--- config.mk ---
export PLATFORM = sky130hd
export DESIGN_NAME = mem_access_unit
export DESIGN_NICKNAME = d
export VERILOG_FILES = /design/src/rtl/mau_pkg.sv /design/src/rtl/mau_lane_fmt.sv /design/src/rtl/mem_access_unit.sv
export SDC_FILE = /design/constraint.sdc
export NUM_CORES = 1
export LEC_CHECK = 0
export CAP_MARGIN = 20
export CORE_ASPECT_RATIO = 0.5
export CORE_MARGIN = 2
export CORE_UTILIZATION = 35
export DETAILED_ROUTE_END_ITERATION = 8
export MAX_ROUTING_LAYER = met4
export PLACE_DENSITY = 0.62
export SETUP_SLACK_MARGIN = 0.02
export SLEW_MARGIN = 10
export SYNTH_ARGS = -nofsm -noshare
export SYNTH_HDL_FRONTEND = slang
export SYNTH_SLANG_ARGS = --single-unit
--- constraint.sdc ---
create_clock -name clk -period 5.1 [get_ports clk]
set_input_delay 1.02 -clock clk [delete_from_list [all_inputs] [get_ports clk]]
set_output_delay 1.02 -clock clk [all_outputs]
set_load 0.02 [all_outputs]
--- src/rtl/mau_pkg.sv ---
// Shared definitions for the MEM-stage load/store sequencer: access-size
// encoding, fault codes, FSM state type and the size-to-byte-count helper.
package mau_pkg;

  localparam int MAU_MEM_BYTES = 128;
  localparam int MAU_DATA_W    = 32;

  localparam logic [1:0] SZ_BYTE = 2'b00;
  localparam logic [1:0] SZ_HALF = 2'b01;
  localparam logic [1:0] SZ_WORD = 2'b10;
  localparam logic [1:0] SZ_RSVD = 2'b11;

  localparam logic [1:0] FC_NONE     = 2'b00;
  localparam logic [1:0] FC_MISALIGN = 2'b01;
  localparam logic [1:0] FC_RANGE    = 2'b10;
  localparam logic [1:0] FC_SIZE     = 2'b11;

  typedef enum logic [1:0] {
    ST_IDLE = 2'b00,
    ST_RD   = 2'b01,
    ST_RESP = 2'b10,
    ST_WR   = 2'b11
  } mau_state_e;

  function automatic logic [2:0] size_bytes(input logic [1:0] size);
    logic [2:0] n;
    case (size)
      SZ_BYTE: n = 3'd1;
      SZ_HALF: n = 3'd2;
      SZ_WORD: n = 3'd4;
      default: n = 3'd4;
    endcase
    return n;
  endfunction

endpackage

--- src/rtl/mau_lane_fmt.sv ---
// Big-endian lane formatter: extracts and extends sub-word loads and merges
// sub-word store data into a captured memory word.
module mau_lane_fmt
  import mau_pkg::*;
(
  input  logic [1:0]  size_i,
  input  logic [1:0]  offset_i,
  input  logic        sign_ext_i,
  input  logic [31:0] rdata_i,
  input  logic [31:0] wdata_i,
  output logic [31:0] load_data_o,
  output logic [31:0] merged_o
);

  logic [7:0]  byte_s;
  logic [15:0] half_s;

  // Byte offset k lives in bits [31-8k -: 8]; halves at offset 0 / 2.
  always_comb begin
    byte_s      = 8'h00;
    half_s      = 16'h0000;
    load_data_o = rdata_i;
    merged_o    = rdata_i;
    case (size_i)
      SZ_BYTE: begin
        case (offset_i)
          2'd0:    begin byte_s = rdata_i[31:24]; merged_o[31:24] = wdata_i[7:0]; end
          2'd1:    begin byte_s = rdata_i[23:16]; merged_o[23:16] = wdata_i[7:0]; end
          2'd2:    begin byte_s = rdata_i[15:8];  merged_o[15:8]  = wdata_i[7:0]; end
          default: begin byte_s = rdata_i[7:0];   merged_o[7:0]   = wdata_i[7:0]; end
        endcase
        load_data_o = {{24{sign_ext_i & byte_s[7]}}, byte_s};
      end
      SZ_HALF: begin
        if (offset_i[1]) begin
          half_s         = rdata_i[15:0];
          merged_o[15:0] = wdata_i[15:0];
        end else begin
          half_s          = rdata_i[31:16];
          merged_o[31:16] = wdata_i[15:0];
        end
        load_data_o = {{16{sign_ext_i & half_s[15]}}, half_s};
      end
      default: begin
        load_data_o = rdata_i;
        merged_o    = wdata_i;
      end
    endcase
  end

endmodule

--- src/rtl/mem_access_unit.sv ---
// MEM-stage load/store sequencer in front of a big-endian data memory.
// Optional macro MAU_ALIGN_CHECK_EN enables misalignment faults; otherwise low address bits are forced to 0.
module mem_access_unit
  import mau_pkg::*;
#(
  parameter int MEM_BYTES = MAU_MEM_BYTES,
  parameter int DATA_W    = MAU_DATA_W
) (
  input  logic              clk,
  input  logic              rst_n,
  input  logic              req_valid,
  input  logic              req_we,
  input  logic [1:0]        req_size,
  input  logic              req_signed,
  input  logic [31:0]       req_addr,
  input  logic [DATA_W-1:0] req_wdata,
  output logic              req_ready,
  output logic              stall,
  output logic [31:0]       dm_addr,
  output logic [DATA_W-1:0] dm_wdata,
  output logic              dm_read,
  output logic              dm_write,
  input  logic [DATA_W-1:0] dm_rdata,
  output logic [DATA_W-1:0] load_data,
  output logic              load_valid,
  output logic              fault,
  output logic [1:0]        fault_code
);

  mau_state_e state_q, state_d;
  logic        we_q, we_d, sgn_q, sgn_d;
  logic [1:0]  size_q, size_d, off_q, off_d;
  logic [31:0] st_data_q, st_data_d, dm_addr_q, dm_addr_d, dm_wdata_q, dm_wdata_d;
  logic [31:0] load_data_q, load_data_d;
  logic        dm_read_q, dm_read_d, dm_write_q, dm_write_d;
  logic        load_valid_q, load_valid_d, fault_q, fault_d;
  logic [1:0]  fault_code_q, fault_code_d;
  logic        ready_q, ready_d, stall_q, stall_d;

  logic [32:0] end_s;
  logic [1:0]  req_off_s, chk_code_s;
  logic        align_bad_s;
  logic [31:0] fmt_load_s, fmt_merged_s;

  mau_lane_fmt u_lane_fmt (
    .size_i      (size_q),
    .offset_i    (off_q),
    .sign_ext_i  (sgn_q),
    .rdata_i     (dm_rdata),
    .wdata_i     (st_data_q),
    .load_data_o (fmt_load_s),
    .merged_o    (fmt_merged_s)
  );

  // Request screening; 33-bit end address so top-of-space addresses cannot wrap into range.
  always_comb begin
    end_s       = {1'b0, req_addr} + {30'b0, size_bytes(req_size)};
    req_off_s   = req_addr[1:0];
    align_bad_s = 1'b0;
    if (req_size == SZ_HALF) begin
`ifdef MAU_ALIGN_CHECK_EN
      align_bad_s = req_addr[0];
`else
      req_off_s = {req_addr[1], 1'b0};
`endif
    end else if (req_size == SZ_WORD) begin
`ifdef MAU_ALIGN_CHECK_EN
      align_bad_s = |req_addr[1:0];
`else
      req_off_s = 2'b00;
`endif
    end else begin
      req_off_s = req_addr[1:0];
    end
    if (req_size == SZ_RSVD) begin
      chk_code_s = FC_SIZE;
    end else if (end_s > 33'(MEM_BYTES)) begin
      chk_code_s = FC_RANGE;
    end else if (align_bad_s) begin
      chk_code_s = FC_MISALIGN;
    end else begin
      chk_code_s = FC_NONE;
    end
  end

  // Next-state and registered-output logic.
  always_comb begin
    state_d      = state_q;
    we_d         = we_q;
    sgn_d        = sgn_q;
    size_d       = size_q;
    off_d        = off_q;
    st_data_d    = st_data_q;
    dm_addr_d    = dm_addr_q;
    dm_wdata_d   = dm_wdata_q;
    load_data_d  = load_data_q;
    fault_code_d = fault_code_q;
    dm_read_d    = 1'b0;
    dm_write_d   = 1'b0;
    load_valid_d = 1'b0;
    fault_d      = 1'b0;
    case (state_q)
      ST_IDLE: begin
        if (req_valid && ready_q) begin
          if (chk_code_s != FC_NONE) begin
            fault_d      = 1'b1;
            fault_code_d = chk_code_s;
          end else begin
            we_d      = req_we;
            sgn_d     = req_signed;
            size_d    = req_size;
            off_d     = req_off_s;
            st_data_d = req_wdata;
            dm_addr_d = {req_addr[31:2], 2'b00};
            if (req_we && (req_size == SZ_WORD)) begin
              dm_wdata_d = req_wdata;
              dm_write_d = 1'b1;
              state_d    = ST_WR;
            end else begin
              dm_read_d = 1'b1;
              state_d   = ST_RD;
            end
          end
        end else begin
          state_d = ST_IDLE;
        end
      end
      ST_RD: begin
        state_d = ST_RESP;
      end
      ST_RESP: begin
        if (we_q) begin
          dm_wdata_d = fmt_merged_s;
          dm_write_d = 1'b1;
          state_d    = ST_WR;
        end else begin
          load_data_d  = fmt_load_s;
          load_valid_d = 1'b1;
          state_d      = ST_IDLE;
        end
      end
      ST_WR: begin
        state_d = ST_IDLE;
      end
      default: begin
        state_d = ST_IDLE;
      end
    endcase
    ready_d = (state_d == ST_IDLE);
    stall_d = ~ready_d;
  end

  // State and output registers.
  always_ff @(posedge clk or negedge rst_n) begin
    if (!rst_n) begin
      state_q      <= ST_IDLE;
      we_q         <= 1'b0;
      sgn_q        <= 1'b0;
      size_q       <= 2'b00;
      off_q        <= 2'b00;
      st_data_q    <= 32'h0000_0000;
      dm_addr_q    <= 32'h0000_0000;
      dm_wdata_q   <= 32'h0000_0000;
      load_data_q  <= 32'h0000_0000;
      dm_read_q    <= 1'b0;
      dm_write_q   <= 1'b0;
      load_valid_q <= 1'b0;
      fault_q      <= 1'b0;
      fault_code_q <= 2'b00;
      ready_q      <= 1'b1;
      stall_q      <= 1'b0;
    end else begin
      state_q      <= state_d;
      we_q         <= we_d;
      sgn_q        <= sgn_d;
      size_q       <= size_d;
      off_q        <= off_d;
      st_data_q    <= st_data_d;
      dm_addr_q    <= dm_addr_d;
      dm_wdata_q   <= dm_wdata_d;
      load_data_q  <= load_data_d;
      dm_read_q    <= dm_read_d;
      dm_write_q   <= dm_write_d;
      load_valid_q <= load_valid_d;
      fault_q      <= fault_d;
      fault_code_q <= fault_code_d;
      ready_q      <= ready_d;
      stall_q      <= stall_d;
    end
  end

  assign req_ready  = ready_q;
  assign stall      = stall_q;
  assign dm_addr    = dm_addr_q;
  assign dm_wdata   = dm_wdata_q;
  assign dm_read    = dm_read_q;
  assign dm_write   = dm_write_q;
  assign load_data  = load_data_q;
  assign load_valid = load_valid_q;
  assign fault      = fault_q;
  assign fault_code = fault_code_q;

endmodule

==> results by group <==
Layout
  – Area growth syn-to-layout: 38.20%
  – Final Cell Area: 0.01033 sq mm
  – Net count, final: 1016
  – Most common cell after layout, fill and taps aside: clkdlybuf4s50_1
  – Most frequent cells in the layout: clkdlybuf4s50_1 (203), dfrtp_1 (140), nand2_1 (77), nor2_1 (57), a21oi_1 (55)
  – Layout cells sized above 1: 12.69%
  – # diodes: 0

CTS
  – TritonCTS Buffers: 17
  – Cts hold-fix bufs: 0
  – Maximum root-to-sink buffer count: 2
  – Clk pin slew, worst setup/hold paths: 60 ps
  – Setup bufs post-CTS: 0
  – Post-cts sizing count: 0
  – Clock sink count: 142
  – Clk Latency, worst-skew pair: 430 ps
  – H-tree lvl count: 4
  – CTS tree: built
  – CTS Root Cell: clkbuf_16

Global route
  – Largest net degree at the start of global routing: 70
  – First-pass GRT wire length: 36510 um
  – Initial antenna violation count: 0
  – Tot GR Track Use: 21.52%
  – Met2 GRT Util: 33.03%
  – GRT Residual Overflow: 0
  – Number of global-route vias before repair: 6494
  – Layer with the highest usage: met2
  – Routing usage on met3: 3.909%
  – Met1 usage: 29.05%

STA
  – Final Max Tran Viols: 0
  – Setup repair after global routing missed its margin: no
  – Max Fclk: 215.2 MHz
  – Final hold violations: 0
  – Fin crit period: 4646 ps
  – Hold_ws: 462.6 ps
  – Crit share post-route: 91.10%
  – Worst Tran Pin Value: 771.1 ps
  – Setup Skew: 15.38 ps
  – Setup-failing EPs final: 0
  – Post-Route Setup TNS: 0 ps
  – Relative slew slack: 47.27%
  – Final worst slack: 453.7 ps

Worst setup path
  – Critical Path Start Type: input pin
  – Setup crit end: dm_wdata[11]$_DFFE_PN0P_
  – R2R cell count: 6
  – Critical setup path kind: in -> reg
  – R2R Setup Slk: 2380 ps
  – Crit Path Max Fanout: 33
  – R2R Path End: dm_wdata[15]$_DFFE_PN0P_
  – FF-to-FF Start: off_q[1]$_DFFE_PN0P_
  – Critical path required time: 5400 ps
  – Critical path launch point: req_size[1]
  – Critical Path AT: 4950 ps
  – Crit end category: register

Power and ir drop
  – Peak VDD IR: 164.9 uV
  – Leakage: 4.714 nW
  – PwrDens: 259.9 mW/mm^2
  – Design Power: 0.002686 W

Routing
  – ANT nets after route: 0
  – Via count: 6392
  – DRC: 0
  – First DRT Iteration DRCs: 536
  – Drt first pass iters: 5
  – WL final: 23080 um
  – Wire per inst: 19.31 um
  – Vias per inst: 5.349

Yosys
  – Seq/Total Area, Yosys: 47.54%
  – Post-synth EDFFs: 0
  – Library cells used by synthesis: 65
  – Avg Cell Area, Syn: 10.46 sq um
  – Post-Syn Area: 0.007477 sq mm
  – Yosys warns: 0
  – Asr flop ratio synth: 100.0%
  – Mapped Cells: 715
  – Prevailing post-synth register cell: dfrtp_1
  – Synth Register Bits: 142

Floorplan
  – Die width: 210.7 um
  – Die Ht: 107.4 um
  – Rows: 37
  – Core ar.: 0.02074 sq mm
  – Initial Utilization: 36.05%
  – Die Area: 0.02262 sq mm
  – Io pins: 207

Placed design
  – Dpl cell area: 0.009714 sq mm
  – Setup slack at placement: 96.14 ps
  – HPWL Detailed: 17370 um
  – RD Place Congestion: 0.8554
  – IO Port Bufs: 204

Min path
  – HP Class: reg -> reg

Outcome
  – Run status: complete, no violations

Flow run
  – Max cap viols: 0
stage by stage:
stage	cells	utilization, %
after floorplan	716	-
after global placement	1163	46.84
after detailed placement	1163	46.84
after CTS	1195	49.83
after global routing	1195	49.83
final	1195	49.83
layout make-up:
cell class / count / area [sq um]
fillers: 1885 / 10410
inverters: 14 / 52.55
well taps: 273 / 341.6
clock inverters: 14 / 190.2
clock buffers: 18 / 429.2
multi-input cells: 516 / 3591
repair buffers: 218 / 2173
flip-flops and latches: 142 / 3556
power breakdown:
part	switching (W)	total (W)	internal (W)	leakage, nW
Sequential	0.00000247	0.00113	0.00113	1.95
Combinational	0.000122	0.000236	0.000114	2.47
Clock	0.000498	0.00132	0.000819	0.300
worst max-delay path: stages:
cell             delay (ps)
clkdlybuf4s50_1         590
nor2_1                  100
ha_1                    230
fa_1                    450
a21oi_1                 460
or2_2                   300
nor4_1                   80
nor4_2                  270
nand4_1                 200
nor4_4                  430
a21o_1                  230
buf_12                  210
mux2_1                  350
metal layers:
metal	share of wire, %	vias up
met5	0	-
met4	1.9	0
met3	4.9	42
met2	47	201
met1	46	3177
li1	-	2972
worst min path at each step:
stage / startpoint / endpoint / slack [ps] / cells after the start
floorplan: st_data_q[22]$_DFFE_PN0P_ / st_data_q[22]$_DFFE_PN0P_ / 480 / 1
global placement: fault_code[1]$_DFFE_PN0P_ / fault_code[1]$_DFFE_PN0P_ / 450 / 1
detailed placement: fault_code[1]$_DFFE_PN0P_ / fault_code[1]$_DFFE_PN0P_ / 450 / 1
CTS: fault_code[1]$_DFFE_PN0P_ / fault_code[1]$_DFFE_PN0P_ / 470 / 1
global route: fault_code[1]$_DFFE_PN0P_ / fault_code[1]$_DFFE_PN0P_ / 500 / 1
finish: fault_code[1]$_DFFE_PN0P_ / fault_code[1]$_DFFE_PN0P_ / 460 / 1
cells by family after synthesis:
| family | Yosys count | synth area share [%] |
|---|---|---|
| XOR/XNOR | 9 | 1.054 |
| AND/OR/NAND/NOR | 244 | 16.15 |
| other | 1 | 0.05015 |
| buffers and inverters | 58 | 4.551 |
| flip-flops | 142 | 47.54 |
| adder cells (fa/ha/maj) | 4 | 0.7698 |
| AO/OA/AOI/OAI | 165 | 14.22 |
| multiplexers | 92 | 15.66 |
cell usage after synthesis (12+ instances only):
master / n / share of area [%]
and2_1: 27 / 2.3
nor2_1: 57 / 2.9
nand3_1: 12 / 0.80
o22ai_1: 15 / 1.3
a21oi_1: 55 / 3.7
nor3_1: 18 / 1.2
nand2_1: 77 / 3.9
nor4_1: 13 / 1.1
mux2_4: 43 / 8.6
o21ai_0: 33 / 2.2
mux2_1: 22 / 3.3
dfrtp_1: 141 / 47
mux2i_1: 21 / 2.8
clkbuf_1: 25 / 1.3
inv_1: 12 / 0.60
state kept, by name, indices dropped and copies added (netlist names), 2 cells and up:
register / count
dm_wdata: 32
dm_addr: 30
fault_code: 2
st_data_q: 32
state_q: 2
load_data: 32
size_q: 2
off_q: 2
Note: power is estimated with default switching activity, not from simulation.
